==> config.mk <==
export PLATFORM = sky130hd
export DESIGN_NAME = bit_stream_serializer_flat
export DESIGN_NICKNAME = d
export VERILOG_FILES = /design/src/rtl/bit_stream_serializer_if.sv /design/src/rtl/bit_stream_serializer.sv /design/src/flat_wrapper.sv
export SDC_FILE = /design/constraint.sdc
export NUM_CORES = 1
export LEC_CHECK = 0
export CAP_MARGIN = 20
export CORE_ASPECT_RATIO = 2
export CORE_UTILIZATION = 45
export CTS_BUF_LIST = sky130_fd_sc_hd__clkbuf_4 sky130_fd_sc_hd__clkbuf_8
export CTS_CLUSTER_SIZE = 30
export DETAILED_ROUTE_END_ITERATION = 12
export PLACE_DENSITY = 0.65
export SKIP_CTS_REPAIR_TIMING = 1
export SYNTH_ARGS = -nofsm -noshare
export SYNTH_HDL_FRONTEND = slang
export SYNTH_SLANG_ARGS = --single-unit
==> constraint.sdc <==
create_clock -name clk -period 5.9 [get_ports clk]
set_input_delay 0.59 -clock clk [delete_from_list [all_inputs] [get_ports clk]]
set_output_delay 0.59 -clock clk [all_outputs]
set_load 0.01 [all_outputs]
==> src/rtl/bit_stream_serializer_if.sv <==
// Word-input handshake for the bit stream serializer.
// A word transfers on a rising clk edge where in_valid && in_ready are both high;
// in_data must be stable while in_valid is high, and in_ready never depends on in_valid.
interface bit_stream_serializer_if #(
  parameter int DATA_W = 8
) ();
  logic [DATA_W-1:0] in_data;
  logic              in_valid;
  logic              in_ready;

  modport master (output in_data, output in_valid, input in_ready);
  modport slave  (input in_data, input in_valid, output in_ready);
endinterface

==> src/rtl/bit_stream_serializer.sv <==
// Queues parallel words in a small FIFO and shifts them out one bit at a time,
// back-to-back words forming a gapless stream; IDLE_BIT is driven between words.
module bit_stream_serializer #(
  parameter int DATA_W     = 8,
  parameter int FIFO_DEPTH = 4,
  parameter int CLK_DIV    = 1,
  parameter bit MSB_FIRST  = 1'b1,
  parameter bit IDLE_BIT   = 1'b1
) (
  input  logic                          clk,
  input  logic                          rst,
  bit_stream_serializer_if.slave        in_bus,
  output logic                          dout_bit,
  output logic                          bit_valid,
  output logic                          word_done,
  output logic                          busy,
  output logic [$clog2(FIFO_DEPTH):0]   fifo_count,
  output logic                          state_dbg
);
  localparam int PTR_W = $clog2(FIFO_DEPTH);
  localparam int CNT_W = PTR_W + 1;
  localparam int BIT_W = $clog2(DATA_W);
  localparam int DIV_W = $clog2(CLK_DIV) + 1;

  typedef enum logic {IDLE = 1'b0, SHIFT = 1'b1} state_t;

  state_t              state_q, state_d;
  logic [DATA_W-1:0]   mem [FIFO_DEPTH];
  logic [PTR_W-1:0]    wr_ptr_q, rd_ptr_q;
  logic [CNT_W-1:0]    count_q;
  logic [DATA_W-1:0]   sh_q, sh_d, sh_next, head;
  logic [BIT_W-1:0]    bit_q, bit_d;
  logic [DIV_W-1:0]    div_q, div_d;
  logic                dout_q, dout_d;
  logic                push, pop, div_last, bit_last;

  function automatic logic first_bit(input logic [DATA_W-1:0] w);
    return MSB_FIRST ? w[DATA_W-1] : w[0];
  endfunction

  assign in_bus.in_ready = (count_q < CNT_W'(FIFO_DEPTH));
  assign push     = in_bus.in_valid && in_bus.in_ready;
  assign head     = mem[rd_ptr_q];
  assign div_last = (div_q == DIV_W'(CLK_DIV - 1));
  assign bit_last = (bit_q == BIT_W'(DATA_W - 1));
  assign sh_next  = MSB_FIRST ? {sh_q[DATA_W-2:0], 1'b0} : {1'b0, sh_q[DATA_W-1:1]};

  always_comb begin
    state_d   = state_q;
    sh_d      = sh_q;
    bit_d     = bit_q;
    div_d     = div_q;
    dout_d    = dout_q;
    pop       = 1'b0;
    bit_valid = 1'b0;
    word_done = 1'b0;
    busy      = 1'b0;
    case (state_q)
      IDLE: begin
        dout_d = IDLE_BIT;
        if (count_q != '0) begin
          pop     = 1'b1;
          state_d = SHIFT;
          sh_d    = head;
          bit_d   = '0;
          div_d   = '0;
          dout_d  = first_bit(head);
        end
      end
      SHIFT: begin
        busy      = 1'b1;
        bit_valid = (div_q == '0);
        if (!div_last) begin
          div_d = div_q + DIV_W'(1);
        end else if (!bit_last) begin
          div_d  = '0;
          bit_d  = bit_q + BIT_W'(1);
          sh_d   = sh_next;
          dout_d = first_bit(sh_next);
        end else begin
          word_done = 1'b1;
          // Chain straight into the next queued word so the stream has no gap.
          if (count_q != '0) begin
            pop    = 1'b1;
            sh_d   = head;
            bit_d  = '0;
            div_d  = '0;
            dout_d = first_bit(head);
          end else begin
            state_d = IDLE;
            dout_d  = IDLE_BIT;
          end
        end
      end
      default: state_d = IDLE;
    endcase
  end

  always_ff @(posedge clk or posedge rst) begin
    if (rst) begin
      state_q  <= IDLE;
      wr_ptr_q <= '0;
      rd_ptr_q <= '0;
      count_q  <= '0;
      sh_q     <= '0;
      bit_q    <= '0;
      div_q    <= '0;
      dout_q   <= IDLE_BIT;
    end else begin
      state_q <= state_d;
      sh_q    <= sh_d;
      bit_q   <= bit_d;
      div_q   <= div_d;
      dout_q  <= dout_d;
      if (push) wr_ptr_q <= wr_ptr_q + PTR_W'(1);
      if (pop)  rd_ptr_q <= rd_ptr_q + PTR_W'(1);
      if (push && !pop)      count_q <= count_q + CNT_W'(1);
      else if (pop && !push) count_q <= count_q - CNT_W'(1);
    end
  end

  // Storage needs no reset: entries are only read after being written.
  always_ff @(posedge clk) begin
    if (push) mem[wr_ptr_q] <= in_bus.in_data;
  end

  assign dout_bit   = dout_q;
  assign fifo_count = count_q;
  assign state_dbg  = state_q;
endmodule

==> src/flat_wrapper.sv <==
// flat-port wrapper written by rule: the top's interface ports become plain ports
module bit_stream_serializer_flat 
#(
  parameter int DATA_W     = 8,
  parameter int FIFO_DEPTH = 4,
  parameter int CLK_DIV    = 1,
  parameter bit MSB_FIRST  = 1'b1,
  parameter bit IDLE_BIT   = 1'b1
)
  (clk, rst, dout_bit, bit_valid, word_done, busy, fifo_count, state_dbg, in_bus_in_data, in_bus_in_valid, in_bus_in_ready);
  bit_stream_serializer_if #(.DATA_W(DATA_W)) in_bus_i ();
  input  logic clk;
  input  logic rst;
  output logic dout_bit;
  output logic bit_valid;
  output logic word_done;
  output logic busy;
  output logic [$clog2(FIFO_DEPTH):0] fifo_count;
  output logic state_dbg;
  input wire logic [$bits(in_bus_i.in_data)-1:0] in_bus_in_data;
  input wire logic [$bits(in_bus_i.in_valid)-1:0] in_bus_in_valid;
  output wire logic [$bits(in_bus_i.in_ready)-1:0] in_bus_in_ready;
  assign in_bus_i.in_data = in_bus_in_data;
  assign in_bus_i.in_valid = in_bus_in_valid;
  assign in_bus_in_ready = in_bus_i.in_ready;
  bit_stream_serializer #(.DATA_W(DATA_W), .FIFO_DEPTH(FIFO_DEPTH), .CLK_DIV(CLK_DIV), .MSB_FIRST(MSB_FIRST), .IDLE_BIT(IDLE_BIT)) u_core (.clk(clk), .rst(rst), .in_bus(in_bus_i), .dout_bit(dout_bit), .bit_valid(bit_valid), .word_done(word_done), .busy(busy), .fifo_count(fifo_count), .state_dbg(state_dbg));
endmodule
==> results of run 1 <==
## cells in the final DEF, fill, tap and decap left out, types with 6 or more instances in the layout
| cell | instances |
|---|---|
| clkdlybuf4s50_1 | 19 |
| inv_1 | 7 |
| dfrtp_1 | 18 |
| edfxtp_1 | 32 |
| mux4_2 | 6 |
| ha_1 | 7 |
## flip-flops by register name, summed over array words and instances (netlist names)
register and flops:
u_core.state_dbg 1, u_core.dout_bit 1, u_core.mem 32, u_core.wr_ptr_q 2
u_core.sh_q 7, u_core.rd_ptr_q 2, u_core.fifo_count 3, u_core.bit_q 3
## cells by family after synthesis
family,Yosys count,share of synthesized area [%]
muxes,9,9.45
AOI/OAI and AO/OA,12,5.29
buffers and inverters,14,3.21
DFF,51,68.3
adders and majority gates,8,5.11
xor gates and xnor gates,6,2.50
and+or+nand+nor,22,6.12
## metal layers
layer / up-vias / GRT usage [%] / wire length (um)
met5: - / 0 / 0
met4: 0 / 7.05 / 46
met3: 6 / 3.70 / 90
met2: 24 / 26.7 / 1850
met1: 516 / 16.6 / 1280
li1: 498 / - / -
## Yosys cell counts
cell / instances
edfxtp_1: 32
dfrtp_1: 18
ha_1: 7
inv_1: 7
mux4_2: 6
and2_1: 5
o221a_2: 5
or3_1: 5
xnor2_1: 5
clkbuf_1: 4
a22o_1: 3
nor2_1: 3
buf_4: 2
mux4_1: 2
nand3_1: 2
nor2b_1: 2
o21ai_0: 2
a221o_1: 1
and3_1: 1
buf_6: 1
dfstp_2: 1
fa_1: 1
mux2_2: 1
nand2_1: 1
nand2b_1: 1
nor3_1: 1
o22a_1: 1
or3_4: 1
xor2_1: 1
## metrics by stage
| stage | hold slack [ns] | total power [mW] | worst slack [ns] | cells | util (%) |
|---|---|---|---|---|---|
| 3_5_place_dp | 0.495 | 0.915 | 3.22 | 188 | 52.5 |
| 5_1_grt | 0.550 | 1.18 | 3.04 | 196 | 54.6 |
| 3_3_place_gp | 0.490 | 0.898 | 3.33 | 188 | 52.5 |
| 4_1_cts | 0.518 | 1.12 | 3.20 | 196 | 54.6 |
| 6_report | 0.520 | 1.11 | 3.20 | 196 | 54.6 |
| 2_1_floorplan | 0.467 | 0.803 | 3.57 | 122 | - |
## cell type report
cell class / instances / area share, %
repair buffers: 19 / 7.87
inverters: 7 / 1.09
clock inverters: 3 / 1.09
multi-input cells: 57 / 24.8
well taps: 54 / 2.80
clock buffers: 5 / 2.85
flip-flops and latches: 51 / 59.5
## power by group through the flow
stage | combinational [mW] | clock (mW) | sequential, mW
4_1_cts | 0.352 | 0.215 | 0.557
3_5_place_dp | 0.350 | 0 | 0.565
6_report | 0.345 | 0.205 | 0.555
3_3_place_gp | 0.338 | 0 | 0.560
2_1_floorplan | 0.275 | 0 | 0.528
5_1_grt | 0.383 | 0.226 | 0.570
## how the worst max path moves through the flow
stage	slack, ns	end	startpoint
floorplan	3.57	u_core.fifo_count[2]	u_core.bit_q[0]
global placement	3.33	u_core.fifo_count[2]	in_bus_in_valid
detailed placement	3.22	u_core.fifo_count[2]	u_core.bit_q[0]
CTS	3.20	u_core.fifo_count[2]	u_core.bit_q[0]
global route	3.04	u_core.fifo_count[2]	u_core.bit_q[0]
finish	3.20	u_core.fifo_count[2]	u_core.bit_q[0]
==> flow_summary.yaml, run 1 <==
place:
  placed_area_sq_mm: 0.00232
  place.gp.congestion: 0.718
  hpwl_um: 2350
  numPortBuffers: 19
die:
  boundaryPins: 20
  dieArea_sq_mm: 0.00497
  row_count: 34
  dieWidth_um: 50.4
  core_sq_mm: 0.00442
  start_util_pct: 47.6
  fp.dieH_um: 98.7
routing:
  vias_per_cell: 5.33
  drt-initial-drc-count: 17
  vias: 1044
  route.detailed.drc: 0
  dr.pass1.iters: 4
  wl_per_cell_um: 16.7
  wirelength_um: 3270
  drt.antenna.violating_nets: 0
yosys:
  synth_cells: 122
  synth_top_area_share_pct: 45.7
  netlist_area_sq_mm: 0.00210
  yosys.area.top_type: "edfxtp_1"
  seq_area_frac_synth_pct: 68.3
  synth.area.top_cells: "edfxtp_1 46%, dfrtp_1 21%, mux4_2 6.4%"
  synthDistinctLibCells: 29
  avgSynthCellArea_sq_um: 17.3
  synth_nets: 141
  yosys_warnings: 0
  ys_seq_elements: 51
finish:
  fin_nets: 160
  drive_gt1_share_pct: 15.5
  seqCellArea_sq_mm: 0.00144
  multi_input_area_sq_um: 599
  diodes: 0
  area_growth_pct: 14.8
  fin_area_sq_mm: 0.00242
  fill_cells: 376
sta:
  fin_crit_ns: 2.70
  setup_violations: 0
  fin_setup_tns_ns: 0
  rsz0062_at_grt: "false"
  fin_crit_sh_pct: 45.8
  finalClockSkew_ns: 0.0102
  hold_viol_final: 0
  fmax_ghz: 0.370
  slew_viol_final: 0
  worstMarginPinSlew_ns: 0.751
  slew_headroom_pct: 49.9
power_and_ir_drop:
  p_per_area_mw_per_mm2: 457
  clock_power_share_pct: 18.5
  p_leak_nw: 0.888
  p_comb_share_pct: 31.2
  switching_share_pct: 30.8
  ir_worst_vdd_mv: 0.303
  switchingPower_uw: 340
  intPower_uw: 765
  pwr-share-seq_pct: 50.2
worst_hold_path:
  holdPathStages: 1
  hold_end: "u_core.bit_q[1]"
  hp-class: "flip-flop to flip-flop"
  hold_path.startpoint: "u_core.bit_q[1]"
critical_path:
  ff2ff_setup_slack_ns: 3.20
  cp-end-kind: "flip-flop"
  cp_num_buf_inv: 2
  r2r_end: "u_core.fifo_count[2]"
  path_cells: "ha_1 -> ha_1 -> nor2b_1 -> nor2_1 -> inv_1 -> ha_1 -> inv_1 -> fa_1 -> xor2_1 -> nor2_1 -> xnor2_1"
  r2r-start: "u_core.bit_q[0]"
  cp.required_ns: 6.12
  reg2reg_depth: 11
  cp_top_family: "adder cells"
  worst-setup-path-type: "flip-flop to flip-flop"
  cp_num_cells: 11
  slowest_delay_ns: 0.49
  cpMostUsedCell: "ha_1"
  critPathSlowestCell: "nor2b_1"
  cp_data_arrival_time_ns: 2.92
  start_kind: "flip-flop"
  cp_max_fo: 10
clocking:
  cts.sinks: 51
  clockBufferDepth: 2
  cts_tree: "built"
  cts_htree_levels: 2
  cts_made_buffers: 5
  cts_root_buf: "clkbuf_8"
  clk_pin_slew_ns: 0.09
  clock_latency_ns: 0.31
global_route:
  grt_max_degree: 20
  grt_usage_pct: 15.2
  antenna_found_initial: 0
  grt_pass1_wl_um: 5270
  grt_overflow_total: 0
  grt_pass1_vias: 1115
run_status:
  outcome: "complete, no violations"
run:
  maxCapViolCount: 0
(Power assumes the default switching activity.)
==> inputs of run 2 (changes only) <==
clock period = 2.8 ns   (was 5.9 ns; I/O delays follow)
==> flow_summary.yaml, run 2 (synthesis gave the netlist of run 1 again) <==
critical_path:
  cp-end-kind: "flip-flop"
  cp_data_arrival_time_ns: 2.52
  worst-setup-path-type: "flip-flop to flip-flop"
  slowest_delay_ns: 0.41
  cp_num_buf_inv: 2
  cpMostUsedCell: "ha_1"
  cp_top_family: "adder cells"
  reg2reg_depth: 11
  critPathSlowestCell: "dfrtp_1"
  start_kind: "flip-flop"
  cp.required_ns: 3.03
  ff2ff_setup_slack_ns: 0.50
  r2r_end: "u_core.fifo_count[2]"
  r2r-start: "u_core.bit_q[0]"
  cp_max_fo: 3
  path_cells: "ha_1 -> ha_1 -> nor2b_1 -> nor2_1 -> inv_1 -> ha_1 -> inv_1 -> fa_1 -> xor2_1 -> nor2_1 -> xnor2_1"
finish:
  largest_reg_flops: 32
  fin_nets: 163
  fin_area_sq_mm: 0.00244
  top_register: "u_core.mem"
  top_regs: "u_core.mem (32), u_core.sh_q (7)"
  final_cell_mix: "32 x edfxtp_1, 19 x clkdlybuf4s50_1, 18 x dfrtp_1, 7 x inv_1, 7 x ha_1"
  drive_gt1_share_pct: 17.2
  diodes: 0
  stdcell_count: 199
  area_growth_pct: 15.8
  layout.cells.most_common: "edfxtp_1"
power_and_ir_drop:
  p_per_area_mw_per_mm2: 964
  switching_share_pct: 30.6
  switchingPower_uw: 720
  power.total_mw: 2.35
  clock_power_share_pct: 18.1
  ir_worst_vdd_mv: 0.579
  intPower_mw: 1.63
  p_comb_share_pct: 32.2
  p_leak_nw: 0.894
  pwr-share-seq_pct: 49.7
sta:
  rsz0062_at_grt: "false"
  slew_viol_final: 0
  setup_ws_ns: 0.505
  hold_viol_final: 0
  fmax_ghz: 0.436
  fin_crit_ns: 2.30
  fin_crit_sh_pct: 82.0
  setup_violations: 0
  worstMarginPinSlew_ns: 0.722
  fin_setup_tns_ns: 0
  slew_headroom_pct: 51.8
  finalClockSkew_ns: 0.00579
place:
  dp_slack_ns: 0.523
  hpwl_um: 2470
  place.gp.congestion: 0.721
  numPortBuffers: 19
  post-place-cells: 191
  placed_area_sq_mm: 0.00234
die:
  dieWidth_um: 50.4
  core_sq_mm: 0.00442
  boundaryPins: 20
  dieArea_sq_mm: 0.00497
  fp.dieH_um: 98.7
  row_count: 34
  start_util_pct: 47.6
clocking:
  cts_htree_levels: 2
  cts_root_buf: "clkbuf_8"
  clk_pin_slew_ns: 0.09
  clock_latency_ns: 0.30
  cts.sinks: 51
  cts_tree: "built"
  cts_made_buffers: 5
  clockBufferDepth: 2
routing:
  wl_per_cell_um: 16.6
  dr.pass1.iters: 4
  vias: 1070
  drt.antenna.violating_nets: 0
  drt-initial-drc-count: 26
  route.detailed.drc: 0
  wirelength_um: 3310
  vias_per_cell: 5.38
global_route:
  grt_pass1_wl_um: 5560
  grt_usage_pct: 15.4
  antenna_found_initial: 0
  grt_pass1_vias: 1157
  grt_max_degree: 20
  grt_overflow_total: 0
run_status:
  outcome: "complete, no violations"
worst_hold_path:
  hp-class: "input port to async pin"
run:
  maxCapViolCount: 0
run 2: layout make-up:
cell class              instances  area, sq um
flip-flops and latches         51         1440
repair buffers                 22          213
fillers                       371         1990
clock inverters                 3         23.8
clock buffers                   5         68.8
inverters                       7         26.3
multi-input cells              57          599
well taps                      54         67.6
run 2: power groups by stage:
stage	clock, mW	combinational [mW]	sequential, mW
floorplan	0	0.580	1.11
global placement	0	0.733	1.18
detailed placement	0	0.766	1.19
CTS	0.438	0.770	1.17
global route	0.466	0.840	1.20
finish	0.425	0.756	1.17
run 2: worst max path at each step:
stage | startpoint | endpoint | slack (ns) | cells after the start
floorplan | u_core.bit_q[0] | u_core.fifo_count[2] | 0.47 | 12
global placement | u_core.bit_q[0] | u_core.fifo_count[2] | 0.62 | 11
detailed placement | u_core.bit_q[0] | u_core.fifo_count[2] | 0.52 | 11
CTS | u_core.bit_q[0] | u_core.fifo_count[2] | 0.49 | 11
global route | u_core.bit_q[0] | u_core.fifo_count[2] | 0.28 | 11
finish | u_core.bit_q[0] | u_core.fifo_count[2] | 0.50 | 11
run 2: stage by stage:
step	util (%)	hold WS [ns]
floorplan	-	0.230
detailed placement	53.0	0.502
global placement	53.0	0.488
CTS	55.1	0.411
global route	55.1	0.469
finish	55.1	0.391
run 2: routing by layer:
layer / part of all wire, % / up-vias / global-route usage, %
met4: 2.3 / 0 / 6.41
met2: 56 / 23 / 27.2
met5: 0 / - / 0
met3: 3.3 / 7 / 3.70
li1: - / 499 / -
met1: 38 / 541 / 17.1
